--- config.mk ---
export PLATFORM = sky130hd
export DESIGN_NAME = aw_fetch_sequencer
export DESIGN_NICKNAME = d
export VERILOG_FILES = /design/src/rtl/aw_fetch_sequencer.sv
export SDC_FILE = /design/constraint.sdc
export NUM_CORES = 1
export LEC_CHECK = 0
export BUFFER_PORTS_ARGS = -buffer_cell sky130_fd_sc_hd__buf_2
export CORE_UTILIZATION = 54
export CTS_CLUSTER_SIZE = 8
export DETAILED_ROUTE_END_ITERATION = 16
export PLACE_DENSITY_LB_ADDON = 0.3
export SYNTH_ARGS = -nofsm -noshare
export SYNTH_HDL_FRONTEND = slang
export SYNTH_SLANG_ARGS = --single-unit
--- constraint.sdc ---
create_clock -name i_clk -period 3.7 [get_ports i_clk]
set_input_delay 0.185 -clock i_clk [delete_from_list [all_inputs] [get_ports i_clk]]
set_output_delay 0.185 -clock i_clk [all_outputs]
set_load 0.05 [all_outputs]
--- src/rtl/aw_fetch_sequencer.sv ---
// Instruction-fetch sequencer for the Another World VM: walks bytecode memory, sizes each
// opcode's operand field and hands one assembled instruction at a time to the execute stage.
module aw_fetch_sequencer #(
  parameter int              AW       = 8,
  parameter logic [AW-1:0]   RESET_PC = '0
) (
  input  logic          i_clk,
  input  logic          i_reset,
  output logic          o_mem_rd,
  output logic [AW-1:0] o_mem_addr,
  input  logic [7:0]    i_mem_data,
  input  logic          i_redir_valid,
  input  logic [AW-1:0] i_redir_pc,
  output logic          o_ins_valid,
  input  logic          i_ins_ready,
  output logic [7:0]    o_ins_opcode,
  output logic [47:0]   o_ins_operands,
  output logic [2:0]    o_ins_len,
  output logic [AW-1:0] o_ins_pc,
  output logic          o_ins_illegal,
  output logic          o_busy
);

  typedef enum logic [2:0] {
    S_OPREQ,
    S_OPCAP,
    S_ARGREQ,
    S_ARGCAP,
    S_ISSUE
  } state_t;

  state_t        r_state;
  logic [AW-1:0] r_pc;
  logic [2:0]    r_cnt;
  logic [2:0]    r_need;
  logic [7:0]    r_opcode;
  logic [47:0]   r_operands;
  logic          r_illegal;
  logic          r_mem_rd;
  logic [AW-1:0] r_mem_addr;
  logic          r_ins_valid;
  logic          r_busy;

  logic [2:0]    w_opNeed;
  logic          w_opIllegal;
  logic [2:0]    w_cntNext;
  logic [2:0]    w_needNow;
  logic [47:0]   w_slotByte;
  logic [AW-1:0] w_firstArgAddr;
  logic [AW-1:0] w_nextArgAddr;
  logic [AW-1:0] w_nextPc;

  // Operand length from the opcode alone; 0x0A is provisional until its sub-op byte arrives.
  function automatic logic [2:0] fOpNeed(input logic [7:0] op);
    logic [3:0] sum;
    logic [2:0] n;
    sum = 4'd2 + ((op[5:4] == 2'b00) ? 4'd2 : 4'd1)
               + ((op[3:2] == 2'b00) ? 4'd2 : 4'd1)
               + ((op[1:0] == 2'b01 || op[1:0] == 2'b10) ? 4'd1 : 4'd0);
    n = 3'd0;
    if (op[7]) begin
      n = 3'd3;
    end else if (op[6]) begin
      n = (sum > 4'd6) ? 3'd6 : sum[2:0];
    end else begin
      case (op[5:0])
        6'h00, 6'h03, 6'h08, 6'h09, 6'h0C, 6'h14, 6'h15, 6'h16, 6'h17: n = 3'd3;
        6'h01, 6'h02, 6'h04, 6'h07, 6'h0B, 6'h0E, 6'h0F, 6'h13, 6'h19: n = 3'd2;
        6'h0D, 6'h10:                                                  n = 3'd1;
        6'h0A, 6'h12, 6'h18, 6'h1A:                                    n = 3'd5;
        default:                                                       n = 3'd0;
      endcase
    end
    return n;
  endfunction

  function automatic logic [2:0] fSubNeed(input logic [7:0] sub);
    return sub[7] ? 3'd5 : (sub[6] ? 3'd6 : 3'd5);
  endfunction

  assign w_opNeed       = fOpNeed(i_mem_data);
  assign w_opIllegal    = (i_mem_data[7:6] == 2'b00) && (i_mem_data[5:0] > 6'h1A);
  assign w_cntNext      = r_cnt + 3'd1;
  assign w_needNow      = (r_opcode == 8'h0A && r_cnt == 3'd0) ? fSubNeed(i_mem_data) : r_need;
  assign w_slotByte     = {i_mem_data, 40'h0} >> {r_cnt, 3'b000};
  assign w_firstArgAddr = r_pc + AW'(1);
  assign w_nextArgAddr  = r_pc + AW'(1) + AW'(w_cntNext);
  assign w_nextPc       = r_pc + AW'(1) + AW'(r_need);

  // The read strobe for the reset PC is already armed in reset so the first fetch
  // goes out on the very first released edge; it is masked while reset is held.
  always_ff @(posedge i_clk) begin
    if (!i_reset) begin
      r_state     <= S_OPREQ;
      r_pc        <= RESET_PC;
      r_cnt       <= 3'd0;
      r_need      <= 3'd0;
      r_opcode    <= 8'h00;
      r_operands  <= 48'h0;
      r_illegal   <= 1'b0;
      r_mem_rd    <= 1'b1;
      r_mem_addr  <= RESET_PC;
      r_ins_valid <= 1'b0;
      r_busy      <= 1'b1;
    end else if (i_redir_valid) begin
      r_state     <= S_OPREQ;
      r_pc        <= i_redir_pc;
      r_cnt       <= 3'd0;
      r_need      <= 3'd0;
      r_opcode    <= 8'h00;
      r_operands  <= 48'h0;
      r_illegal   <= 1'b0;
      r_mem_rd    <= 1'b1;
      r_mem_addr  <= i_redir_pc;
      r_ins_valid <= 1'b0;
      r_busy      <= 1'b1;
    end else begin
      case (r_state)
        S_OPREQ: begin
          r_state  <= S_OPCAP;
          r_mem_rd <= 1'b0;
        end
        S_OPCAP: begin
          r_opcode  <= i_mem_data;
          r_need    <= w_opNeed;
          r_illegal <= w_opIllegal;
          if (w_opNeed == 3'd0) begin
            r_state     <= S_ISSUE;
            r_ins_valid <= 1'b1;
            r_busy      <= 1'b0;
          end else begin
            r_state    <= S_ARGREQ;
            r_mem_rd   <= 1'b1;
            r_mem_addr <= w_firstArgAddr;
          end
        end
        S_ARGREQ: begin
          r_state  <= S_ARGCAP;
          r_mem_rd <= 1'b0;
        end
        S_ARGCAP: begin
          r_operands <= r_operands | w_slotByte;
          r_cnt      <= w_cntNext;
          r_need     <= w_needNow;
          if (w_cntNext == w_needNow) begin
            r_state     <= S_ISSUE;
            r_ins_valid <= 1'b1;
            r_busy      <= 1'b0;
          end else begin
            r_state    <= S_ARGREQ;
            r_mem_rd   <= 1'b1;
            r_mem_addr <= w_nextArgAddr;
          end
        end
        S_ISSUE: begin
          if (i_ins_ready) begin
            r_state     <= S_OPREQ;
            r_pc        <= w_nextPc;
            r_cnt       <= 3'd0;
            r_operands  <= 48'h0;
            r_ins_valid <= 1'b0;
            r_busy      <= 1'b1;
            r_mem_rd    <= 1'b1;
            r_mem_addr  <= w_nextPc;
          end
        end
        default: begin
          r_state <= S_OPREQ;
        end
      endcase
    end
  end

  assign o_mem_rd       = r_mem_rd & i_reset;
  assign o_busy         = r_busy & i_reset;
  assign o_mem_addr     = r_mem_addr;
  assign o_ins_valid    = r_ins_valid;
  assign o_ins_opcode   = r_opcode;
  assign o_ins_operands = r_operands;
  assign o_ins_len      = r_need;
  assign o_ins_pc       = r_pc;
  assign o_ins_illegal  = r_illegal;

endmodule

==> insert_results.sql <==
INSERT INTO impl_metrics (metric_group, metric, value, unit) VALUES
('run_status', 'outcome', 'finished clean', ''),
('timing', 'clock.fmax', '0.367', 'GHz'),
('yosys', 'netlist_top_cells_count', 'sky130_fd_sc_hd__dfxtp_1, sky130_fd_sc_hd__a21oi_1, sky130_fd_sc_hd__nor2_1', ''),
('setup_path', 'crit_path_cell_trace', 'inv_1 -> ha_1 -> nor4b_4 -> and4_4 -> or3_1 -> a211oi_2 -> a22o_2 -> mux2i_1 -> o21ai_1', ''),
('finish', 'layout-area-overhead-vs-synth', '15.9', '%'),
('grt', 'grtUsageTotal', '0.274', ''),
('timing', 'final-setup-viol-count', '0', ''),
('timing', 'rsz0062_at_grt', 'no', ''),
('power_and_ir_drop', 'total_power', '0.00182', 'W'),
('grt', 'grt.met1_usage', '0.342', ''),
('flow_run', 'maxCapViolCount', '0', ''),
('die', 'die_width', '89.5', 'um'),
('grt', 'number_of_antenna_violations_at_the_first_check_in_global_routing', '0', ''),
('detailed_routing', 'drt_wl_total', '10500', 'um'),
('power_and_ir_drop', 'power.static_leakage', '2.13', 'nW'),
('detailed_routing', 'post_drt_via_cell_ratio', '5.68', ''),
('cts', 'cts.sinks', '85', ''),
('setup_path', 'cp-start-kind', 'flip-flop', ''),
('power_and_ir_drop', 'switching_share', '0.306', ''),
('setup_path', 'critical_path.n_buffers_inverters', '1', ''),
('yosys', 'number_of_instances_in_the_synthesized_netlist', '504', ''),
('cts', 'cts_resized', '0', ''),
('detailed_routing', 'drtAntennaViolNets', '0', ''),
('power_and_ir_drop', 'vdd_drop_max', '0.347', 'mV'),
('place', 'post_dp_area', '4610', 'um2'),
('grt', 'grt_util_met3', '0.0674', ''),
('timing', 'hold_violations', '0', ''),
('timing', 'relSlewSlack', '0.353', ''),
('yosys', 'postSynthNetCount', '541', ''),
('die', 'core', '7330', 'um2'),
('power_and_ir_drop', 'p_int', '0.00126', 'W'),
('setup_path', 'arrival', '2950', 'ps'),
('place', 'hpwl', '7390', 'um'),
('setup_path', 'cp_max_delay_cell', 'sky130_fd_sc_hd__dfxtp_1', ''),
('yosys', 'area_contributors_post_synth', 'sky130_fd_sc_hd__dfxtp_1, sky130_fd_sc_hd__a21oi_1, sky130_fd_sc_hd__nor2_1, sky130_fd_sc_hd__ha_1, sky130_fd_sc_hd__o21ai_0', ''),
('cts', 'root_buffer', 'sky130_fd_sc_hd__clkbuf_8', ''),
('power_and_ir_drop', 'seqPwrFrac', '0.525', ''),
('yosys', 'postSynthRegisterBits', '85', ''),
('cts', 'numCtsBuffers', '9', ''),
('place', 'gpl.final_weighted_congestion', '0.877', ''),
('cts', 'cts_post_setup_buffers_inserted', '0', ''),
('yosys', 'synthMostInstantiatedCell', 'sky130_fd_sc_hd__dfxtp_1', ''),
('yosys', 'area_share_of_the_leading_cell_type_in_the_synthesized_netlist', '0.412', ''),
('yosys', 'post_synthesis_cell_type_count', '58', ''),
('detailed_routing', 'first_iter_violations', '211', ''),
('grt', 'global_route.usage.met2', '0.466', ''),
('setup_path', 'end_kind', 'flip-flop', ''),
('setup_path', 'crit_fanout', '10', ''),
('timing', 'worstMarginPinSlew', '963', 'ps'),
('detailed_routing', 'via_count_of_the_routed_design', '3882', ''),
('power_and_ir_drop', 'power-per-cell-area', '379', 'nW/um2'),
('yosys', 'netlist.top_cell.by_area', 'sky130_fd_sc_hd__dfxtp_1', ''),
('yosys', 'ys_dominant_reg_cell', 'sky130_fd_sc_hd__dfxtp_1', ''),
('detailed_routing', 'detailedRoute.firstPassIterationCount', '5', ''),
('detailed_routing', 'post_drt_wl_per_cell', '15.4', 'um'),
('timing', 'fin_worst_skew', '10.8', 'ps'),
('power_and_ir_drop', 'power_frac_comb', '0.140', ''),
('finish', 'n_antenna_cell', '0', ''),
('die', 'number_of_rows_created_at_floorplan', '31', ''),
('finish', 'final_layout_size_suffix_gt1_frac', '0.219', ''),
('setup_path', 'r2r_setup_slack', '970', 'ps'),
('yosys', 'synth_sequential_area_ratio', '0.412', ''),
('grt', 'grt_overflow_total', '0', ''),
('die', 'ios', '99', ''),
('setup_path', 'critPathTopFamily', 'compound AO/OA/AOI/OAI gates', ''),
('cts', 'clock_insertion_delay_worst_skew', '360', 'ps'),
('timing', 'totalNegativeSetupSlack', '0', 'ps'),
('grt', 'grt_pass1_wl', '16800', 'um'),
('yosys', 'count_of_flip_flops_with_a_built_in_enable_after_synthesis', '0', ''),
('worst_hold_path', 'hold_class', 'in -> reg', ''),
('cts', 'cts.htree.levels', '3', '');
## flip-flops by register name (all words and copies together), names as in the netlist, 3 cells and up
name	flops
o_ins_len	3
o_ins_opcode	8
o_ins_operands	48
o_ins_pc	8
o_mem_addr	8
r_cnt	3
r_state	3
## stage by stage
stage / hold WS (ps) / setup slack [ps] / util / std cells
2_1_floorplan: 322 / 1060 / - / 504
3_3_place_gp: 423 / 931 / 0.629 / 668
4_1_cts: 62.4 / 962 / 0.654 / 684
6_report: 63.2 / 972 / 0.654 / 684
3_5_place_dp: 430 / 761 / 0.629 / 668
5_1_grt: 65.8 / 827 / 0.654 / 684
## routing by layer
| layer | vias to the layer above | wire length [um] |
|---|---|---|
| met4 | 0 | 103 |
| met1 | 1838 | 4600 |
| met5 | - | 0 |
| met3 | 11 | 691 |
| met2 | 128 | 5110 |
| li1 | 1905 | - |
## tightest hold or removal path, delay by kind of cell
family / cells / cell delay [ps]
buffers and inverters: 1 / 80
AO/OA/AOI/OAI: 1 / 70
AND/OR/NAND/NOR: 1 / 50
## worst paths after layout
path	startpoint	to	cells after the start
setup / recovery	r_cnt[0]	o_mem_addr[0]	9
hold / removal	i_redir_pc[6]	o_mem_addr[6]	3
setup reg to reg	r_cnt[0]	o_mem_addr[0]	9
hold reg to reg	o_ins_valid	o_ins_valid	2
## power groups by stage
stage	logic [W]	registers, W	clock network [W]
finish	0.000255	0.000953	0.000607
floorplan	0.000148	0.00102	0
detailed placement	0.000253	0.000974	0
CTS	0.000254	0.000952	0.000611
global route	0.000277	0.000956	0.000654
global placement	0.000248	0.000973	0
## cells by family after synthesis
logic type                 share of synthesized area
buffers and inverters                         0.0533
and+or+nand+nor                                0.202
muxes                                         0.0218
adders and majority gates                     0.0569
DFF                                            0.412
xor gates and xnor gates                      0.0381
AOI/OAI and AO/OA                              0.216
## area by class of cell
class | instances | area, um2
clock buffers | 9 | 124
clock inverters | 7 | 57.6
fillers | 639 | 2540
inverters | 18 | 67.6
multi-input cells | 366 | 2210
flip-flops and latches | 85 | 1700
well taps | 99 | 124
repair buffers | 100 | 505
## layout by cell type (no fill, tap or decap), types with 3 or more instances in the layout
master	instances
sky130_fd_sc_hd__o211ai_1	6
sky130_fd_sc_hd__xor2_1	9
sky130_fd_sc_hd__fa_1	3
sky130_fd_sc_hd__nand2_1	33
sky130_fd_sc_hd__nand3_1	19
sky130_fd_sc_hd__ha_1	14
sky130_fd_sc_hd__a31oi_1	4
sky130_fd_sc_hd__xnor2_1	9
sky130_fd_sc_hd__dfxtp_1	85
sky130_fd_sc_hd__inv_1	18
sky130_fd_sc_hd__a21oi_1	74
sky130_fd_sc_hd__o21ai_0	26
sky130_fd_sc_hd__clkbuf_8	9
sky130_fd_sc_hd__and2_1	4
sky130_fd_sc_hd__nor2_1	72
sky130_fd_sc_hd__mux2i_1	9
sky130_fd_sc_hd__nand4_1	3
sky130_fd_sc_hd__or3_1	6
sky130_fd_sc_hd__buf_2	98
sky130_fd_sc_hd__clkinvlp_4	3
sky130_fd_sc_hd__nor3_1	10
sky130_fd_sc_hd__o211a_1	5
sky130_fd_sc_hd__nor2b_1	5
sky130_fd_sc_hd__o21ai_1	5
sky130_fd_sc_hd__o31ai_1	5
sky130_fd_sc_hd__a21o_1	5
sky130_fd_sc_hd__nand2b_1	6
Note: power is estimated with default switching activity, not from simulation.
